==> src/rtl/arc4_sched.sv <==
// ARC4 decrypt sequencer: runs init, ksa and prga in order, owns the shared
// single-port S memory mux and flags any engine that never comes back ready.
module arc4_sched #(
    parameter int KEY_W   = 24,
    parameter int ADDR_W  = 8,
    parameter int TIMEOUT = 4096
) (
    input  logic              clk,
    input  logic              rst,
    input  logic              en,
    output logic              rdy,
    input  logic [KEY_W-1:0]  key,
    output logic              err,
    output logic [KEY_W-1:0]  key_q,
    output logic              init_en,
    output logic              ksa_en,
    output logic              prga_en,
    input  logic              init_rdy,
    input  logic              ksa_rdy,
    input  logic              prga_rdy,
    input  logic [ADDR_W-1:0] init_addr,
    input  logic [ADDR_W-1:0] ksa_addr,
    input  logic [ADDR_W-1:0] prga_addr,
    input  logic [7:0]        init_wrdata,
    input  logic [7:0]        ksa_wrdata,
    input  logic [7:0]        prga_wrdata,
    input  logic              init_wren,
    input  logic              ksa_wren,
    input  logic              prga_wren,
    output logic [ADDR_W-1:0] s_addr,
    output logic [7:0]        s_wrdata,
    output logic              s_wren,
    output logic [1:0]        phase
);

    localparam int WD_W = 12;
    localparam logic [WD_W-1:0] WD_LAST = WD_W'(TIMEOUT - 1);

    typedef enum logic [3:0] {
        IDLE,
        GO_INIT, GAP_INIT, RUN_INIT,
        GO_KSA,  GAP_KSA,  RUN_KSA,
        GO_PRGA, GAP_PRGA, RUN_PRGA
    } state_t;

    state_t             state_reg;
    logic [WD_W-1:0]    wd_reg;
    logic               rdy_reg;
    logic               err_reg;
    logic [KEY_W-1:0]   key_q_reg;
    logic               init_en_reg;
    logic               ksa_en_reg;
    logic               prga_en_reg;
    logic [1:0]         phase_reg;

    // Engine-indexed views of the three engine interfaces (0 init, 1 ksa, 2 prga)
    logic [ADDR_W-1:0]  eng_addr [3];
    logic [7:0]         eng_wrdata [3];
    logic [ADDR_W-1:0]  addr_masked [3];
    logic [7:0]         data_masked [3];
    logic [2:0]         eng_wren;
    logic [2:0]         eng_rdy;
    logic [2:0]         own;

    assign eng_addr[0]   = init_addr;
    assign eng_addr[1]   = ksa_addr;
    assign eng_addr[2]   = prga_addr;
    assign eng_wrdata[0] = init_wrdata;
    assign eng_wrdata[1] = ksa_wrdata;
    assign eng_wrdata[2] = prga_wrdata;
    assign eng_wren      = {prga_wren, ksa_wren, init_wren};
    assign eng_rdy       = {prga_rdy, ksa_rdy, init_rdy};

    // AND-OR mux: at most one engine owns the memory, phase 0 owns nothing
    generate
        for (genvar gi = 0; gi < 3; gi++) begin : g_own
            assign own[gi]         = (phase_reg == 2'(gi + 1));
            assign addr_masked[gi] = own[gi] ? eng_addr[gi] : '0;
            assign data_masked[gi] = own[gi] ? eng_wrdata[gi] : '0;
        end
    endgenerate

    assign s_addr   = addr_masked[0] | addr_masked[1] | addr_masked[2];
    assign s_wrdata = data_masked[0] | data_masked[1] | data_masked[2];
    assign s_wren   = |(own & eng_wren);

    logic cur_rdy;
    logic in_gap;
    logic in_run;
    logic abort;

    assign cur_rdy = |(own & eng_rdy);
    assign in_gap  = (state_reg == GAP_INIT) || (state_reg == GAP_KSA) || (state_reg == GAP_PRGA);
    assign in_run  = (state_reg == RUN_INIT) || (state_reg == RUN_KSA) || (state_reg == RUN_PRGA);
    // A ready engine on the expiry cycle still counts as a normal finish
    assign abort   = (wd_reg == WD_LAST) && (in_gap || (in_run && !cur_rdy));

    always_ff @(posedge clk) begin
        if (rst) begin
            state_reg   <= IDLE;
            wd_reg      <= '0;
            rdy_reg     <= 1'b1;
            err_reg     <= 1'b0;
            key_q_reg   <= '0;
            init_en_reg <= 1'b0;
            ksa_en_reg  <= 1'b0;
            prga_en_reg <= 1'b0;
            phase_reg   <= 2'd0;
        end else begin
            init_en_reg <= 1'b0;
            ksa_en_reg  <= 1'b0;
            prga_en_reg <= 1'b0;
            if (state_reg != IDLE) begin
                wd_reg <= wd_reg + 1'b1;
            end
            unique case (state_reg)
                IDLE: begin
                    if (en) begin
                        key_q_reg   <= key;
                        err_reg     <= 1'b0;
                        rdy_reg     <= 1'b0;
                        init_en_reg <= 1'b1;
                        phase_reg   <= 2'd1;
                        wd_reg      <= '0;
                        state_reg   <= GO_INIT;
                    end
                end
                GO_INIT:  state_reg <= GAP_INIT;
                GAP_INIT: state_reg <= RUN_INIT;
                RUN_INIT: begin
                    if (init_rdy) begin
                        ksa_en_reg <= 1'b1;
                        phase_reg  <= 2'd2;
                        wd_reg     <= '0;
                        state_reg  <= GO_KSA;
                    end
                end
                GO_KSA:   state_reg <= GAP_KSA;
                GAP_KSA:  state_reg <= RUN_KSA;
                RUN_KSA: begin
                    if (ksa_rdy) begin
                        prga_en_reg <= 1'b1;
                        phase_reg   <= 2'd3;
                        wd_reg      <= '0;
                        state_reg   <= GO_PRGA;
                    end
                end
                GO_PRGA:  state_reg <= GAP_PRGA;
                GAP_PRGA: state_reg <= RUN_PRGA;
                RUN_PRGA: begin
                    if (prga_rdy) begin
                        rdy_reg   <= 1'b1;
                        phase_reg <= 2'd0;
                        state_reg <= IDLE;
                    end
                end
                default:  state_reg <= IDLE;
            endcase
            if (abort) begin
                err_reg   <= 1'b1;
                rdy_reg   <= 1'b1;
                phase_reg <= 2'd0;
                state_reg <= IDLE;
            end
        end
    end

    assign rdy     = rdy_reg;
    assign err     = err_reg;
    assign key_q   = key_q_reg;
    assign init_en = init_en_reg;
    assign ksa_en  = ksa_en_reg;
    assign prga_en = prga_en_reg;
    assign phase   = phase_reg;

endmodule

==> config.mk <==
export PLATFORM = sky130hd
export DESIGN_NAME = arc4_sched
export DESIGN_NICKNAME = d
export VERILOG_FILES = /design/src/rtl/arc4_sched.sv
export SDC_FILE = /design/constraint.sdc
export NUM_CORES = 1
export LEC_CHECK = 0
export CORE_MARGIN = 1.5
export CORE_UTILIZATION = 40
export CTS_CLUSTER_SIZE = 10
export DETAILED_ROUTE_END_ITERATION = 16
export PLACE_DENSITY_LB_ADDON = 0.3
export SLEW_MARGIN = 20
export SYNTH_ARGS = -nofsm -noshare
export SYNTH_HDL_FRONTEND = slang
export SYNTH_SLANG_ARGS = --single-unit
==> constraint.sdc <==
create_clock -name clk -period 4.21 [get_ports clk]
set_input_delay 0.421 -clock clk [delete_from_list [all_inputs] [get_ports clk]]
set_output_delay 0.421 -clock clk [all_outputs]
set_load 0.01 [all_outputs]
==> flow_metrics.tcl <==
set metrics [dict create \
    cts_hold_buf 0 \
    critical_path_class "reg -> out" \
    start_kind "flip-flop" \
    syn-instance-count 305 \
    vias 2543 \
    overflow 0 \
    first_iter_violations 127 \
    syn_nets 387 \
    worstPathArrival_ps 2320 \
    fin_crit_ps 2740 \
    setup_tns_ps 0 \
    areaGrowthSynthToFinish_pct 56.4 \
    drt_wl_total_um 6890 \
    netlist.top_cell.by_area "dfxtp_1" \
    syn_area_um2 2480 \
    register_area_um2 941 \
    fillers 510 \
    cts_repair_resize_count 0 \
    rows 28 \
    stdcell_area_um2 3870 \
    cts_buffers 5 \
    via_per_inst 5.12 \
    synth.distinct_cells 49 \
    multiInputGateArea_um2 1420 \
    grtUsageTotal 0.203 \
    critPathCaptureType "output pin" \
    tightest_slew_ps 991 \
    slew_headroom 0.338 \
    synth_edf_count 0 \
    dp_hpwl_um 5160 \
    hold_viol 0 \
    async_reset_ff_frac 0 \
    yosysWarnings 0 \
    largest_reg_flops 24 \
    clkTransAtPathRegs_ps 90 \
    grt_max_degree 33 \
    power_w 0.00151 \
    ant_nets 0 \
    yosys_most_used_dff "dfxtp_1" \
    layout_common_cells "clkdlybuf4s50_1 (127), nand2_1 (65), dfxtp_1 (47)" \
    finalSetupViolCount 0 \
    ys_seq_area_frac 0.380 \
    clock_latency_ps 300 \
    synth_top_cell_area_share 0.380 \
    finalClockSkew_ps 5.53 \
    cts_setup_buffers 0 \
    port_buffers 128 \
    mostFrequentLayoutCell "clkdlybuf4s50_1" \
    drt_drc_violations_left 0 \
    required_ps 3790 \
    wl_per_cell_um 13.9 \
    antenna_found_initial 0 \
    core-area_um2 5960 \
    ys_ff_latch 47 \
    die_area_um2 6670 \
    io_pins 129 \
    fin_crit_sh 0.650 \
    clockRootBuffer "clkbuf_8" \
    initial_core_util 0.416 \
    htreeDepth 2 \
    cts_tree "built" \
    synthTopCellsByArea "dfxtp_1 (38%), nand2_1 (9.9%), mux2_2 (8.2%)" \
    cts_sinks 47 \
    gp_congestion 0.827 \
    layout.nets 503 \
    syn-mean-instance-area_um2 8.12 \
    outcome "completed" \
    fmax_ghz 0.365 \
    crit_fanout 23 \
    die_x_um 81.7 \
    drv_cap 0 \
    placedInstanceArea_um2 3760 \
    clk_path_buf_depth 2 \
    layout-drive-gt1-share 0.0900 \
    power_density_nw_per_um2 391 \
    die-height_um 81.7 \
    whs_ps 458 \
    vdd_drop_max_v 0.000208 \
    rsz0062_at_grt "false" \
    grt_pass1_vias 2222 \
    drtPass1Iterations 4 \
    grt_pass1_wl_um 10500 \
    diodes 0 \
    slew_viol_final 0 \
    worstHoldPathType "reg -> reg" \
    leakage_nw 1.38 \
]
## layer usage
metal,wire length [um],vias to the layer above,GRT usage
met4,97,0,0.0559
met5,0,-,0
li1,-,1299,-
met1,2870,1172,0.242
met3,275,9,0.0433
met2,3650,63,0.365
## metrics by stage
| step | std cells | util | setup WS [ps] |
|---|---|---|---|
| 6_report | 497 | 0.650 | 1470 |
| 5_1_grt | 497 | 0.650 | 1370 |
| 4_1_cts | 497 | 0.651 | 1140 |
| 3_5_place_dp | 489 | 0.632 | 1490 |
| 3_3_place_gp | 489 | 0.632 | 1620 |
| 2_1_floorplan | 305 | - | 2120 |
## logic make-up (layout without fill, tap and decap cells)
logic type      Yosys count  count (layout)  synth area share
compound gates           76              76             0.201
xor+xnor                  7               7            0.0248
fa+ha+maj                 1               1           0.00505
buf+inv                  25             142            0.0480
flops                    47              47             0.380
mux                      20              20            0.0899
simple gates            129             129             0.252
## critical path, stage by stage (launching register included)
cell             delay [ps]
dfxtp_1                 560
nor2b_2                 660
a22o_1                  260
clkdlybuf4s50_1         540
## synth_stat cells, types with 3 or more instances
| cell | n |
|---|---|
| nor3b_1 | 3 |
| nand3_1 | 7 |
| dfxtp_1 | 47 |
| nand2_1 | 65 |
| nor2b_1 | 4 |
| a21oi_1 | 32 |
| or3_1 | 4 |
| buf_2 | 8 |
| a22o_1 | 17 |
| nand3b_1 | 3 |
| nor3_1 | 6 |
| o21ai_0 | 7 |
| xnor2_1 | 5 |
| nor2_1 | 19 |
| clkbuf_1 | 9 |
| a31oi_1 | 7 |
| inv_1 | 4 |
| mux2_2 | 18 |
## report_power, final
part	internal, W	switching [W]	total [W]
registers	0.000491	0.0000570	0.000548
clock network	0.000177	0.000153	0.000330
logic	0.000357	0.000280	0.000637
## cell type report
type	count	area share
Clock inverter	3	0.0113
Tap cell	75	0.0242
Inverter	4	0.00388
Sequential cell	47	0.243
Multi-Input combinational cell	233	0.366
Timing Repair Buffer	130	0.333
Clock buffer	5	0.0178
## worst paths after layout
path                              startpoint     endpoint  slack (ps)  depth (start not counted)
worst min register to register      key_q[7]     key_q[7]         460                          2
worst max-delay path                phase[1]  s_wrdata[4]        1470                          3
worst min-delay path                key_q[7]     key_q[7]         460                          2
worst max register to register  state_reg[0]          err        1980                          4
Note: power is estimated with default switching activity, not from simulation.
